File: src/rtl/pkt_fifo_pkg.sv
// Shared default sizing for the packet FIFO slice.
// Geometry itself stays a module parameter so each instance can size itself.
package pkt_fifo_pkg;
    localparam int PKT_FIFO_AW_DEFAULT = 8;
    localparam int PKT_FIFO_DW_DEFAULT = 8;
endpackage

File: src/rtl/pkt_fifo_ram.sv
// Simple dual-port RAM with registered read; shaped to map onto an SB_RAM40_4K.
// Read data holds when re is low, which the top uses as its prefetch stage.
module pkt_fifo_ram
    import pkt_fifo_pkg::*;
#(
    parameter int AW    = PKT_FIFO_AW_DEFAULT,
    parameter int WIDTH = PKT_FIFO_DW_DEFAULT + 1
) (
    input  logic             clk,
    input  logic             we,
    input  logic [AW-1:0]    waddr,
    input  logic [WIDTH-1:0] wdata,
    input  logic             re,
    input  logic [AW-1:0]    raddr,
    output logic [WIDTH-1:0] rdata
);

    logic [WIDTH-1:0] mem [0:(1<<AW)-1];

    always_ff @(posedge clk) begin
        if (we) begin
            mem[waddr] <= wdata;
        end
        if (re) begin
            rdata <= mem[raddr];
        end
    end

endmodule

File: src/rtl/pkt_fifo.sv
// Packet FIFO: bytes become visible to the reader only once their packet's last
// byte is stored; packets that overflow storage are rolled back and flagged on ovf.
module pkt_fifo
    import pkt_fifo_pkg::*;
#(
    parameter int AW = PKT_FIFO_AW_DEFAULT,
    parameter int DW = PKT_FIFO_DW_DEFAULT
) (
    input  logic          clk,
    input  logic          rst,
    input  logic [DW-1:0] wr_data,
    input  logic          wr_last,
    input  logic          wr_ena,
    output logic          wr_full,
    output logic [DW-1:0] rd_data,
    output logic          rd_last,
    output logic          rd_valid,
    input  logic          rd_ena,
    output logic [AW:0]   pkt_count,
    output logic          ovf
);

    localparam int EW = DW + 1;

    logic [AW-1:0] wr_ptr;
    logic [AW-1:0] cmt_ptr;
    logic [AW-1:0] rd_ptr;
    logic [AW-1:0] wr_ptr_inc;
    logic          bad;
    logic          s1_valid;
    logic          accept;
    logic          commit;
    logic          pop_last;
    logic          out_take;
    logic          s1_free;
    logic          issue;
    logic [EW-1:0] ram_rdata;

    // rd_ptr is the fetch pointer: entries already in the read pipeline are
    // free for reuse, and writes can never reach a committed unread address.
    assign wr_ptr_inc = wr_ptr + AW'(1);
    assign wr_full    = (wr_ptr_inc == rd_ptr);
    assign accept     = wr_ena && !wr_full && !bad;
    assign commit     = accept && wr_last;
    assign pop_last   = rd_valid && rd_ena && rd_last;
    assign out_take   = !rd_valid || rd_ena;
    assign s1_free    = !s1_valid || out_take;
    assign issue      = (rd_ptr != cmt_ptr) && s1_free;

    pkt_fifo_ram #(
        .AW    (AW),
        .WIDTH (EW)
    ) u_ram (
        .clk   (clk),
        .we    (accept),
        .waddr (wr_ptr),
        .wdata ({wr_last, wr_data}),
        .re    (issue),
        .raddr (rd_ptr),
        .rdata (ram_rdata)
    );

    // Writer: a byte that cannot be stored poisons the packet; its last byte
    // rewinds to the previous commit point and raises the one-cycle ovf pulse.
    always_ff @(posedge clk) begin
        if (rst) begin
            wr_ptr  <= '0;
            cmt_ptr <= '0;
            bad     <= 1'b0;
            ovf     <= 1'b0;
        end else begin
            ovf <= 1'b0;
            if (wr_ena) begin
                if (wr_full || bad) begin
                    if (wr_last) begin
                        wr_ptr <= cmt_ptr;
                        bad    <= 1'b0;
                        ovf    <= 1'b1;
                    end else begin
                        bad <= 1'b1;
                    end
                end else begin
                    wr_ptr <= wr_ptr_inc;
                    if (wr_last) begin
                        cmt_ptr <= wr_ptr_inc;
                    end
                end
            end
        end
    end

    // Reader: RAM output register is stage 1, output register is stage 2;
    // both advance together so a held rd_ena drains one byte per clock.
    always_ff @(posedge clk) begin
        if (rst) begin
            rd_ptr   <= '0;
            s1_valid <= 1'b0;
            rd_valid <= 1'b0;
            rd_data  <= '0;
            rd_last  <= 1'b0;
        end else begin
            if (issue) begin
                rd_ptr   <= rd_ptr + AW'(1);
                s1_valid <= 1'b1;
            end else if (out_take) begin
                s1_valid <= 1'b0;
            end
            if (out_take) begin
                rd_valid <= s1_valid;
                if (s1_valid) begin
                    rd_last <= ram_rdata[DW];
                    rd_data <= ram_rdata[DW-1:0];
                end else begin
                    rd_last <= 1'b0;
                end
            end
        end
    end

    always_ff @(posedge clk) begin
        if (rst) begin
            pkt_count <= '0;
        end else begin
            case ({commit, pop_last})
                2'b10:   pkt_count <= pkt_count + (AW+1)'(1);
                2'b01:   pkt_count <= pkt_count - (AW+1)'(1);
                default: pkt_count <= pkt_count;
            endcase
        end
    end

endmodule

File: config.mk
export PLATFORM = sky130hd
export DESIGN_NAME = pkt_fifo
export DESIGN_NICKNAME = d
export VERILOG_FILES = /design/src/rtl/pkt_fifo_pkg.sv /design/src/rtl/pkt_fifo_ram.sv /design/src/rtl/pkt_fifo.sv
export SDC_FILE = /design/constraint.sdc
export NUM_CORES = 2
export LEC_CHECK = 0
export CAP_MARGIN = 20
export CELL_PAD_IN_SITES_DETAIL_PLACEMENT = 0
export CELL_PAD_IN_SITES_GLOBAL_PLACEMENT = 2
export CORE_MARGIN = 3
export CORE_UTILIZATION = 55
export CTS_BUF_LIST = sky130_fd_sc_hd__clkbuf_8
export CTS_CLUSTER_DIAMETER = 120
export CTS_CLUSTER_SIZE = 20
export DETAILED_ROUTE_END_ITERATION = 12
export GPL_ROUTABILITY_DRIVEN = 0
export PLACE_DENSITY_LB_ADDON = 0.08
export SETUP_SLACK_MARGIN = 0.3
export SLEW_MARGIN = 0
export SYNTH_ARGS = -nofsm -noshare
export SYNTH_HDL_FRONTEND = slang
export SYNTH_SLANG_ARGS = --single-unit
export TNS_END_PERCENT = 100
File: constraint.sdc
create_clock -name clk -period 10.05 [get_ports clk]
set_input_delay 2.5125 -clock clk [delete_from_list [all_inputs] [get_ports clk]]
set_output_delay 2.5125 -clock clk [all_outputs]
set_load 0.005 [all_outputs]
; Word level (Yosys, flattened, before mapping)
; Memories as Yosys holds them, arrays and structs flattened. A register that Yosys moved wholly into a read port is not among the register bits.
; Index checks and enable logic that the tools add are counted.
[totals]
regBits = 46
ramBits = 2304
output_inout_bits = 21
n_memories = 1
[op_classes]
n_addsub = 4
eq_ne = 5
muxes = 10
n_bitwise = 2
n_reduce_logical = 20
[mem_list]
columns = memory, words, width, rd, rd_clocked_by_memory_dff, wr, line
row1 = u_ram.mem, 256, 9, 1, 1, 1, pkt_fifo_ram.sv:18  ; logic [WIDTH-1:0] mem [0:(1<<AW)-1];
[ops]
columns = op, n
row1 = $pmux W9 S2, 1
row2 = $add A8 B1 Y8 const B, 2
row3 = $mux W8, 2
row4 = $add A9 B1 Y9 const B, 1
row5 = $sub A9 B1 Y9 const B, 1
row6 = $eq A8 B8 Y1, 1
row7 = $ne A8 B8 Y1, 1
row8 = $mux W1, 7
row9 = $logic_and A1 B1 Y1, 6
row10 = $reduce_and A2 Y1, 3
row11 = $logic_not A1 Y1, 4
row12 = $reduce_bool A2 Y1, 2
row13 = $logic_or A1 B1 Y1, 3
row14 = $reduce_and A3 Y1, 1
row15 = $reduce_or A3 Y1, 1
row16 = $eq A2 B1 Y1 const B, 1
row17 = $eq A2 B2 Y1 const B, 1
row18 = $ne A2 B2 Y1 const B, 1
row19 = $not A1 Y1, 2

; Longest topological paths before layout
[depth]
depth_word = 8
ltp_mapped = 20
mapped_depth_nobuf = 18

; Cells and area by module
; Synthesis repeated with hierarchy kept, for this count alone.
[unflattened]
hier_cells = 4557
area_unflattened_um2 = 92189.7
[by_module_without_submodules]
columns = mod, n_inst, cells_per_inst, area_per_inst_um2, seq_area_each_um2
row1 = pkt_fifo_ram, 1, 4237, 89368.2, 69456.6
row2 = pkt_fifo, 1, 320, 2821.5, 920.9

; Least setup slack after synthesis
; Ideal clock, no wire load.
[synth_timing]
path_type = in2reg
startpoint = input wr_ena
endpoint = register pkt_count[6]
setup_time_ns = 0.082
arrival_ns = 5.200
required_time_ns = 9.968
setup_slack_ns = 4.768
path_stages = 15
cell_sequence = nand2_1 > nor2_1 > clkbuf_1 > inv_1 > ha_1 > clkbuf_1 > xor2_1 > ha_1 > a21oi_1 > o41ai_1 > a21o_1 > a21o_1 > a22oi_1 > or3b_2 > o2111ai_1
[synth_between]
elab_chain_len = 5
elab_cells_between_ends = 7
classes_between = eq/ne: 2 / mux: 1 / reduce/logical: 4
[synth_lines]
columns = item, line
row1 = start: declaration, pkt_fifo.sv:13  ; input logic wr_ena,
row2 = $logic_and A1 B1 Y1 (*) (2 in a row), pkt_fifo.sv:43  ; assign accept = wr_ena && !wr_full && !bad;
row3 = $logic_and A1 B1 Y1 (*), pkt_fifo.sv:44  ; assign commit = accept && wr_last;
row4 = $eq A2 B1 Y1 or $eq A2 B2 Y1 (tied branches), pkt_fifo.sv:124  ; case ({commit, pop_last})
row5 = $pmux W9 S2 or $reduce_bool A2 Y1 (tied branches), --
row6 = end signal: assignment, pkt_fifo.sv:125  ; 2'b10: pkt_count <= pkt_count + (AW+1)'(1);
row7 = end signal: assignment, pkt_fifo.sv:126  ; 2'b01: pkt_count <= pkt_count - (AW+1)'(1);
row8 = end signal: assignment, pkt_fifo.sv:127  ; default: pkt_count <= pkt_count;
row9 = end: declaration, pkt_fifo.sv:19  ; output logic [AW:0] pkt_count,
; Every way passes the cells marked *; elsewhere a longest branch is shown, timed or not.
; A chain may end at the register's enable or synchronous reset.

; Worst setup path in the final report
[layout_timing]
startpoint = register wr_ptr[0]
endpoint = output wr_full
[layout_between]
elab_chain_len = 2
[layout_lines]
columns = item, line
row1 = start: declaration, pkt_fifo.sv:25  ; logic [AW-1:0] wr_ptr;
row2 = start signal: assignment, pkt_fifo.sv:76  ; wr_ptr <= cmt_ptr;
row3 = start signal: assignment, pkt_fifo.sv:83  ; wr_ptr <= wr_ptr_inc;
row4 = $add A8 B1 Y8, pkt_fifo.sv:41  ; assign wr_ptr_inc = wr_ptr + AW'(1);
row5 = $eq A8 B8 Y1, pkt_fifo.sv:42  ; assign wr_full = (wr_ptr_inc == rd_ptr);
row6 = end: declaration, pkt_fifo.sv:14  ; output logic wr_full,
; Every way passes these cells.

==> metrics.md <==
| Metric | Value |
|---|---|
| Cells traversed along the worst timing path | ha_1, and3_1, and3_1, xnor3_1, or3_1, nor2_1, clkdlybuf4s50_1 |
| Data required time of the critical path | 7.54 ns |
| Starting density of the core | 55.6% |
| GRT Residual Overflow | 0 |
| Fraction of final layout cells with drive strength greater than 1 | 19.1% |
| Syn Nets | 4474 |
| Flip-flop and latch count after synthesis | ~2400 |
| CTS tree | done |
| Yosys warns | 0 |
| Router iterations before antenna repair | 10 |
| Deepest level of the CTS H-tree | 4 |
| Number of global-route vias before repair | 44100 |
| Number of gates on the worst path with buffers counted | 7 |
| Clk buf depth | 3 |
| First element of the critical path | wr_ptr[0] |
| Ratio of routed vias to standard cells | 6.66 |
| Count of flip-flops with a built-in enable after synthesis | 2313 |
| Metal3 WL | 19100 um |
| Commonest non-fill, non-tap cells in the layout | sky130_fd_sc_hd__edfxtp_1 (2313), sky130_fd_sc_hd__mux4_2 (556), sky130_fd_sc_hd__nor2_1 (346) |
| Buffer count from post-CTS setup fixing | 0 |
| Setup repair after global routing missed its margin | false |
| Length of routed met2 wiring | approximately 120000 um |
| Top-level port count | 34 |
| Commonest register cell after synthesis | sky130_fd_sc_hd__edfxtp_1 |
| Hold buffer count at CTS | 0 |
| Pin count of the biggest net entering global routing | 174 |
| Worst Reg2Reg Path Length in Cells | 10 |
| Average footprint of a synthesized cell | 20.7 sq um |
| Maximum VDD drop | 0.000195 V |
| Final worst setup slack | 3.60 ns |
| Aggregate negative setup slack | 0 ns |
| Power density over the cells | 212 nW/um^2 |
| Distinct cells, synth | approximately 70 |
| Area taken by flip-flops and latches | 70400 sq um |
| Worst skew pair latency | 0.92 ns |
| Transition time at the pin with the least slew margin | 1.23 ns |
| Critical path's most frequent cell | sky130_fd_sc_hd__and3_1 |
| Setup WS pre-CTS | 3.47 ns |
| Most common cell after layout, fill and taps aside | sky130_fd_sc_hd__edfxtp_1 |
| Critical path class | reg2out |
| Count of final setup violators | 0 |
| Fin. max-slew vios | 0 |
| Cell Rows | 149 |
| Fill count | 12000 |
| Floorplan die area | ~170000 sq um |
| Port Buffers | 33 |
| Resized cells post-CTS | 0 |
| Clock buffer count from CTS | 135 |
| Max layer used | met4 |
| Via total after detailed routing | 44500 |
| Buffer cell driving the clock tree root | sky130_fd_sc_hd__clkbuf_8 |
| Width of the die | 415 um |
| Drc violations | 1 |
| # Max-Cap Violations | 0 |
| Post-detailed-placement half-perimeter wirelength | 145000 um |
| Total routing usage reported by global routing | 28.6% |
| Wire length of the first global-routing pass | about 350000 um |
| Clock skew | between 0.03 and 0.04 ns |
| Synth Cell Area | roughly 92000 sq um |
| Period Utilization, post-route | 64.1% |
| Number of nets in the finished design | approximately 4500 |
| Static leakage | a little under 30 nW |
| Post-synthesis to final-layout area growth | 5.41% |
| R2r startpoint | rd_ptr[2] |
| Crit path time final | 6.45 ns |
| Worst-path fanout max | 8 |
| Min-delay worst type | reg2reg |
| R2r endpoint | u_ram.rdata[4] |
| # clock sinks | 2359 |
| Wire length on met1 | 99000 um |
| Number of routed nets with antenna violations | 0 |
| Arrival time at the worst endpoint | ~3.9 ns |
| Hold Startpoint | rd_data[0] |
| Area of the multi-input gates | 20400 sq um |
| Failing checks | design-rule violations |
| Endpoint kind of the worst setup timing path | primary output |
| Clock Pin Slew Worst Setup and Hold Paths | ~0.12 ns |
| Hold Path End | rd_data[0] |
| Core area | 166000 sq um |
| Die height | 415 um |
| Number of antenna violations at the first check in global routing | 8 |
| Maximum achievable frequency | 0.155 GHz |
| Share of synthesized registers carrying an async set or reset | 0% |
| Average wire per standard cell | around 37 um |
| Element type at the critical path start | register |
| CP max-delay cell | sky130_fd_sc_hd__clkdlybuf4s50_1 |
| Synthesized instance count | 4453 |
| Sequential share of the synthesized area | between 70% and 80% |
| Count of buffering cells on the critical path with inverters included | 1 |
| WHS Path Cells | 2 |
| Cell family contributing the most delay on the critical path | simple AND/OR/NAND/NOR gates |
| Outcome | finished, violations left |
| Post-Route WL | 245000 um |
| Delay of the slowest cell on the worst path | 0.55 ns |
| Number of endpoints with negative hold slack in the final report | 0 |
| Drt initial violations | 5820 |
| Max-Slew Margin vs Limit | 18.1% |
| Setup slack, reg-to-reg | ~4.8 ns |
power breakdown:
group / internal (mW) / leakage (nW) / total, mW / switching, mW
registers: 10.9 / 21.2 / 11.0 / 0.139
logic: 2.28 / 6.52 / 5.42 / 3.14
clock network: 1.29 / 1.17 / 4.14 / 2.85
cell usage after synthesis, types with 5 or more instances:
library cell                  n  area, sq um
sky130_fd_sc_hd__dfxtp_1     46          921
sky130_fd_sc_hd__mux2i_1    185         1850
sky130_fd_sc_hd__o211ai_1    16          120
sky130_fd_sc_hd__xnor2_1     27          236
sky130_fd_sc_hd__o221ai_1    15          131
sky130_fd_sc_hd__edfxtp_1  2313        69500
sky130_fd_sc_hd__o22ai_1     19          119
sky130_fd_sc_hd__o32ai_1      5         43.8
sky130_fd_sc_hd__ha_1         8          100
sky130_fd_sc_hd__a22o_1       8         70.1
sky130_fd_sc_hd__clkbuf_1   120          450
sky130_fd_sc_hd__and2_1       6         37.5
sky130_fd_sc_hd__buf_2       66          330
sky130_fd_sc_hd__a211oi_1    23          173
sky130_fd_sc_hd__or3_1        7         43.8
sky130_fd_sc_hd__xnor3_1      5          113
sky130_fd_sc_hd__buf_4       46          345
sky130_fd_sc_hd__nor2_1     348         1310
sky130_fd_sc_hd__nor2b_1     15         93.8
sky130_fd_sc_hd__buf_1       31          116
sky130_fd_sc_hd__mux4_2     556        12500
sky130_fd_sc_hd__and3_1       5         31.3
sky130_fd_sc_hd__a22oi_1     51          383
sky130_fd_sc_hd__nand2b_1    11         68.8
sky130_fd_sc_hd__nand2_1    128          480
sky130_fd_sc_hd__a311oi_1     6         52.6
sky130_fd_sc_hd__inv_1       15         56.3
sky130_fd_sc_hd__nor3_1      19         95.1
sky130_fd_sc_hd__o21ai_0     65          325
sky130_fd_sc_hd__nand4_1     11         68.8
sky130_fd_sc_hd__mux2_2       7         78.8
sky130_fd_sc_hd__nor3b_1      6         45.0
sky130_fd_sc_hd__a221oi_1    43          377
sky130_fd_sc_hd__a21o_1       7         52.6
sky130_fd_sc_hd__a21oi_1    104          521
sky130_fd_sc_hd__nand3_1     43          215
sky130_fd_sc_hd__buf_6        5         56.3
sequential cells by signal (all words and copies together) (netlist names):
register	count
s1_valid	1
cmt_ptr	8
bad	1
u_ram.mem	2304
u_ram.rdata	9
wr_ptr	8
rd_ptr	8
pkt_count	9
rd_valid	1
ovf	1
rd_data	8
rd_last	1
layer usage:
layer  vias to the layer above  global-route usage [%]
met1                     24000                    41.2
met4                         0                    8.44
met3                       293                    5.11
met5                         -                       0
met2                      1941                    45.6
li1                      18200                       -
how the worst max path moves through the flow:
stage                              end  slack [ns]
final                          wr_full        3.60
after global routing           wr_full        3.40
after CTS                      wr_full        3.51
after detailed placement  pkt_count[6]        3.47
after global placement    pkt_count[6]        3.50
after floorplan           pkt_count[6]        4.77
through the flow:
step	utilization, %	hold slack, ns	power (mW)	cells	cell area, sq um
global placement	57.3	0.445	16.7	6501	94900
finish	58.6	0.464	20.6	6685	97000
detailed placement	57.3	0.447	16.7	6502	94900
floorplan	-	0.453	14.8	4453	92000
global route	58.6	0.488	21.3	6682	97000
CTS	58.6	0.464	20.7	6681	97000
tightest hold or removal path, delay by kind of cell (launching register included):
family / cells / cell delay [ns]
DFF: 1 / 0.33
AOI/OAI and AO/OA: 1 / 0.05
and+or+nand+nor: 1 / 0.05
layout make-up:
type	count	share of cell area (%)
Clock buffer	140	1.99
Multi-Input combinational cell	1808	21.0
Clock inverter	39	0.191
Tap cell	2189	2.82
Timing Repair Buffer	129	1.30
Inverter	17	0.0735
Antenna cell	4	0.0103
Sequential cell	2359	72.6
kinds of logic (layout without fill, tap and decap cells):
group / after synthesis / after routing / synth area share, %
flip-flops: 2359 / 2359 / 76.5
multiplexers: 748 / 748 / 15.7
AND/OR/NAND/NOR: 610 / 610 / 2.79
AO/OA/AOI/OAI: 406 / 406 / 3.01
buffers and inverters: 286 / 325 / 1.49
XOR/XNOR: 36 / 36 / 0.417
adder cells (fa/ha/maj): 8 / 8 / 0.109
other: 0 / 4 / 0
(Power assumes the default switching activity.)
